--- src/rtl/ddr4_dq_rx_bitslip_train.sv ---
// ============================================================================
// Module   : ddr4_dq_rx_bitslip_train
// Purpose  : DQ lane RX word alignment: slips the IOD deserialiser until the
//            captured word matches the training pattern, then forwards reads.
// Revision : 1.0 - initial release
// ============================================================================
`default_nettype none

module ddr4_dq_rx_bitslip_train #(
  parameter logic [7:0]  TRAIN_PATTERN = 8'h1D,
  parameter int unsigned MATCH_COUNT   = 4,
  parameter int unsigned SLIP_WAIT     = 3,
  parameter int unsigned MAX_SLIPS     = 7
) (
  input  logic       FAB_CLK,
  input  logic       ARST_N,
  input  logic       TRAIN_START,
  input  logic [7:0] RX_DATA_0,
  input  logic       RX_VALID_IN,
  output logic       RX_BIT_SLIP_0,
  output logic       TRAIN_BUSY,
  output logic       TRAIN_DONE,
  output logic       TRAIN_FAIL,
  output logic [3:0] SLIP_COUNT,
  output logic [7:0] RD_DATA,
  output logic       RD_VALID
);

  localparam logic [3:0] c_match_last = 4'(MATCH_COUNT - 1);
  localparam logic [3:0] c_slip_wait  = 4'(SLIP_WAIT);
  localparam logic [3:0] c_max_slips  = 4'(MAX_SLIPS);

  typedef enum logic [2:0] {
    S_IDLE   = 3'd0,
    S_CHECK  = 3'd1,
    S_SLIP   = 3'd2,
    S_WAIT   = 3'd3,
    S_LOCKED = 3'd4,
    S_FAIL   = 3'd5
  } state_t;

  state_t     r_state;
  state_t     w_next_state;
  logic       w_start_check;
  logic       w_match;
  logic [3:0] r_match_cnt;
  logic [3:0] r_wait_cnt;
  logic [3:0] r_slip_count;
  logic       r_slip;
  logic [7:0] r_rd_data;
  logic       r_rd_valid;

  assign w_match = RX_VALID_IN && (RX_DATA_0 == TRAIN_PATTERN);

  always_comb begin
    w_next_state  = r_state;
    w_start_check = 1'b0;
    case (r_state)
      S_IDLE, S_LOCKED, S_FAIL: begin
        if (TRAIN_START) begin
          w_next_state  = S_CHECK;
          w_start_check = 1'b1;
        end
      end
      S_CHECK: begin
        if (RX_VALID_IN) begin
          if (w_match) begin
            if (r_match_cnt == c_match_last) w_next_state = S_LOCKED;
          end else if (r_slip_count < c_max_slips) begin
            w_next_state = S_SLIP;
          end else begin
            w_next_state = S_FAIL;
          end
        end
      end
      // wait_cnt is loaded on entry to SLIP, so the slip cycle itself counts
      // as the first settle cycle; pulse spacing is SLIP_WAIT+1.
      S_SLIP:  w_next_state = (r_wait_cnt <= 4'd1) ? S_CHECK : S_WAIT;
      S_WAIT:  if (r_wait_cnt <= 4'd1) w_next_state = S_CHECK;
      default: w_next_state = S_IDLE;
    endcase
  end

  always_ff @(posedge FAB_CLK or negedge ARST_N) begin
    if (!ARST_N) begin
      r_state      <= S_IDLE;
      r_match_cnt  <= 4'd0;
      r_wait_cnt   <= 4'd0;
      r_slip_count <= 4'd0;
      r_slip       <= 1'b0;
      r_rd_data    <= 8'h00;
      r_rd_valid   <= 1'b0;
    end else begin
      r_state <= w_next_state;

      // Only meaningful in CHECK; every entry to CHECK therefore starts at 0.
      if (r_state != S_CHECK)  r_match_cnt <= 4'd0;
      else if (RX_VALID_IN)    r_match_cnt <= w_match ? r_match_cnt + 4'd1 : 4'd0;

      if (w_next_state == S_SLIP)                          r_wait_cnt <= c_slip_wait;
      else if ((r_state == S_SLIP || r_state == S_WAIT) &&
               (r_wait_cnt != 4'd0))                       r_wait_cnt <= r_wait_cnt - 4'd1;

      if (w_start_check)
        r_slip_count <= 4'd0;
      else if (w_next_state == S_SLIP && r_slip_count < c_max_slips)
        r_slip_count <= r_slip_count + 4'd1;

      r_slip <= (w_next_state == S_SLIP);

      if (RX_VALID_IN) r_rd_data <= RX_DATA_0;
      // Gated on the next state so RD_VALID falls in the same cycle LOCKED is left.
      r_rd_valid <= RX_VALID_IN && (w_next_state == S_LOCKED);
    end
  end

  assign RX_BIT_SLIP_0 = r_slip;
  assign TRAIN_BUSY    = (r_state == S_CHECK) || (r_state == S_SLIP) || (r_state == S_WAIT);
  assign TRAIN_DONE    = (r_state == S_LOCKED);
  assign TRAIN_FAIL    = (r_state == S_FAIL);
  assign SLIP_COUNT    = r_slip_count;
  assign RD_DATA       = r_rd_data;
  assign RD_VALID      = r_rd_valid;

endmodule

`default_nettype wire
--- config.mk ---
export PLATFORM = sky130hd
export DESIGN_NAME = ddr4_dq_rx_bitslip_train
export DESIGN_NICKNAME = d
export VERILOG_FILES = /design/src/rtl/ddr4_dq_rx_bitslip_train.sv
export SDC_FILE = /design/constraint.sdc
export NUM_CORES = 1
export LEC_CHECK = 0
export BUFFER_PORTS_ARGS = -buffer_cell sky130_fd_sc_hd__buf_2
export CELL_PAD_IN_SITES_DETAIL_PLACEMENT = 1
export CELL_PAD_IN_SITES_GLOBAL_PLACEMENT = 1
export CORE_AREA = 2 2 59 61
export CTS_CLUSTER_DIAMETER = 50
export DETAILED_ROUTE_END_ITERATION = 6
export DIE_AREA = 0 0 61 63
export PLACE_DENSITY = 0.74
export SLEW_MARGIN = 20
export SYNTH_ARGS = -nofsm -noshare
export SYNTH_HDL_FRONTEND = slang
export SYNTH_SLANG_ARGS = --single-unit
--- constraint.sdc ---
create_clock -name FAB_CLK -period 1.8 [get_ports FAB_CLK]
set_input_delay 0.27 -clock FAB_CLK [delete_from_list [all_inputs] [get_ports FAB_CLK]]
set_output_delay 0.27 -clock FAB_CLK [all_outputs]
set_load 0.1 [all_outputs]
==> metrics.md <==
| Metric | Value |
|---|---|
| EDFF count, synth | 0 |
| Syn nets | 129 |
| Hold_sp | RX_DATA_0[6] |
| R2R cell count | 6 |
| Largest net degree at the start of global routing | 26 |
| Status | finished clean |
| Critical path startpoint category | flop |
| Hold path cells | 2 |
| Total track usage | approximately 17% |
| Pwr Density | roughly 1500 nW/um2 |
| Synthesis-stage register bit count | 25 |
| Clock Pin Slew Worst Setup and Hold Paths | roughly 0.14 ns |
| Row count | 21 |
| Sequential area share after synthesis | 49.3% |
| First-pass GRT wire length | a little under 5000 um |
| Fmax | 0.585 GHz |
| Final Core Density | between 40% and 50% |
| Slew @ Worst Pin | between 0.5 and 0.6 ns |
| Lkg Pwr | roughly 0.76 nW |
| Period Utilization, post-route | a little over nine tenths |
| CTS sink cnt | 25 |
| Core Footprint | 3230 um2 |
| Antenna Diode Count | 0 |
| Area contributors post-synth | dfrtp_1 (49%), mux2_2 (8.0%), ha_1 (4.9%) |
| Peak VDD IR | 0.000648 V |
| # DRC | 0 |
| Prevailing post-synth register cell | dfrtp_1 |
| CTS Root Cell | clkbuf_4 |
| Yosys warns | 0 |
| Vias | about 1.0k |
| Leading area contributor after synthesis | dfrtp_1 |
| WP data arrival | approximately 1.9 ns |
| Final Wtd Congestion | between 0.8 and 0.9 |
| Ys async rst share | between 90% and 100% |
| Initial Util | between 30 and 40% |
| Post-Synthesis Cells | around 110 |
| R2r setup slk | 0.09 ns |
| Post-DP HPWL | about 2200 um |
| Die area | a little under 4000 um2 |
| RSZ-0062 raised after global routing | false |
| Setup Crit Path Kind | reg -> reg |
| Fillers | approximately 370 |
| Mapped cell area | 1270 um2 |
| CP required | just over 2 ns |
| Layout area overhead | 24.0% |
| Top-level I/O count | 29 |
| Avg Cell Area, Syn | 11.3 um2 |
| Ratio of cells with drive above 1 in the final layout | between 40% and 50% |
| Yosys cell types | 37 |
| Vias/cell | 5.14 |
| Worst Hold Class | in -> reg |
| Clock Path Buffers | 2 |
| Clock Latency Late Sink | 0.32 ns |
| Relative slew slack | a little over three fifths |
| Total grt overflow | 0 |
| Final WS setup | 0.0898 ns |
| Final setup fails | 0 |
| Clock Skew | 0.00699 ns |
| Initial antenna violation count | 0 |
| # H-tree levels | 1 |
| Total Wirelength | about 2900 um |
| Routed WL per cell | 14.7 um |
| Vias in the first global route | between 1k and 1.5k |
| Share of the synthesized area in the top cell type | 49.3% |
| Die height | 63 um |
| DR iter-0 viols | 28 |
| First-pass iteration count of the detailed router | 5 |
| Minimum clock period | roughly 1.7 ns |
| Slew Limit Fails | 0 |
| Port bufs | 28 |
| CTS tree | yes |
| Worst Path Max Fanout | 3 |
| R2r startpoint | r_wait_cnt[1] |
| Place WS | -0.193 ns |
| Final hold violation count | 0 |
| Num CTS Buffers | 3 |
| RR Endpoint | r_wait_cnt[1] |
| Die Wd | 61 um |
| Critical Path End Type | flop |
| Hold endpoint | RD_DATA[6] |
| Final Net Count | approximately 170 |
| Max Cap Viol | 0 |
| DRT antenna net count | 0 |
-- layout make-up --
type / count / area, um2 / area share [%]
clock buffers: 4 / 26.3 / 1.67
well taps: 46 / 57.6 / 3.66
inverters: 6 / 22.5 / 1.43
repair buffers: 37 / 215 / 13.7
multi-input cells: 78 / 621 / 39.5
flip-flops and latches: 25 / 631 / 40.1
-- through the flow --
stage | total power [mW] | TNS, ns | instances | instance area, um2 | hold slack, ns
after floorplan | 1.84 | -1.02 | 112 | 1270 | -0.0256
after global placement | 2.06 | -0.201 | 191 | 1500 | 0.281
after detailed placement | 2.12 | -0.535 | 191 | 1500 | 0.295
after CTS | 2.38 | 0 | 196 | 1550 | 0.182
after global routing | 2.54 | 0 | 196 | 1570 | 0.184
final | 2.39 | 0 | 196 | 1570 | 0.180
-- power by group --
| part | internal (mW) | total, mW | switching (mW) |
|---|---|---|---|
| clock network | 0.0869 | 0.259 | 0.172 |
| logic | 0.368 | 1.29 | 0.927 |
| registers | 0.694 | 0.834 | 0.140 |
-- logic make-up after synthesis --
family / after synthesis / synth area share (%)
AO/OA/AOI/OAI: 20 / 11.4
buffers and inverters: 9 / 3.85
XOR/XNOR: 3 / 2.07
multiplexers: 10 / 8.78
flip-flops: 25 / 49.3
AND/OR/NAND/NOR: 40 / 19.6
adder cells (fa/ha/maj): 5 / 4.93
-- registers in the layout (all words and copies together) (netlist names) --
register / count
RD_DATA: 8
SLIP_COUNT: 4
r_match_cnt: 4
r_wait_cnt: 4
r_state: 3
RD_VALID: 1
RX_BIT_SLIP_0: 1
-- worst max path at each step --
| stage | startpoint | to | slack, ns | depth (start not counted) |
|---|---|---|---|---|
| final | r_wait_cnt[1] | r_wait_cnt[1] | 0.09 | 6 |
| after global routing | r_wait_cnt[1] | r_wait_cnt[1] | 0.009 | 6 |
| after CTS | r_match_cnt[0] | RD_VALID | 0.02 | 5 |
| after detailed placement | RX_DATA_0[5] | RD_VALID | -0.19 | 5 |
| after global placement | RX_DATA_0[5] | RD_VALID | -0.1 | 5 |
| after floorplan | r_state[1] | TRAIN_DONE | -0.40 | 3 |
-- worst max-delay path: stages, from the launching register on --
cell     delay [ns]
dfrtp_1        0.42
inv_1          0.11
ha_1           0.16
or3b_2         0.49
nand2_2        0.13
nor2_1         0.05
a211o_1        0.26
-- routing by layer --
metal | share of wire [%] | track usage [%] | wire length, um | vias to the layer above
met4 | 2.3 | 7.88 | 67 | 0
met5 | 0 | 0 | 0 | -
met2 | 52 | 27.6 | 1500 | 23
met3 | 3.7 | 2.69 | 107 | 7
li1 | - | - | - | 473
met1 | 42 | 22.0 | 1200 | 505
-- layout by cell type, fill, tap and decap left out, types with 2 or more instances in the layout --
cell type  count
o21ai_0        3
ha_1           4
dfrtp_2        4
a22o_1         2
nand2_1        4
o31ai_1        2
a21oi_1        4
mux2_2         9
buf_4         10
or3b_2         2
clkbuf_4       3
nor2_1        13
nand3_1        5
xor2_1         2
a21o_1         2
buf_2         26
dfrtp_1       21
inv_1          5
nand2b_1       3
-- repair_timing --
item / in CTS / in global routing
gates cloned: 0 / 0
setup endpoints to repair: 2 / 6
hold endpoints to repair: 25 / 0
buffers inserted: 0 / 0
gates resized for setup: 2 / 8
pin swaps: 0 / 0
hold buffers: 1 / 0
-- synth_stat cells (2+ instances only) --
cell type	count
a21o_1	2
a21oi_1	4
a22o_1	2
buf_4	2
dfrtp_1	25
ha_1	5
inv_1	6
mux2_2	9
nand2_1	5
nand2b_1	3
nand3_1	5
nor2_1	13
o21ai_0	3
o31ai_1	3
or3b_2	2
xor2_1	2
(Power assumes the default switching activity.)
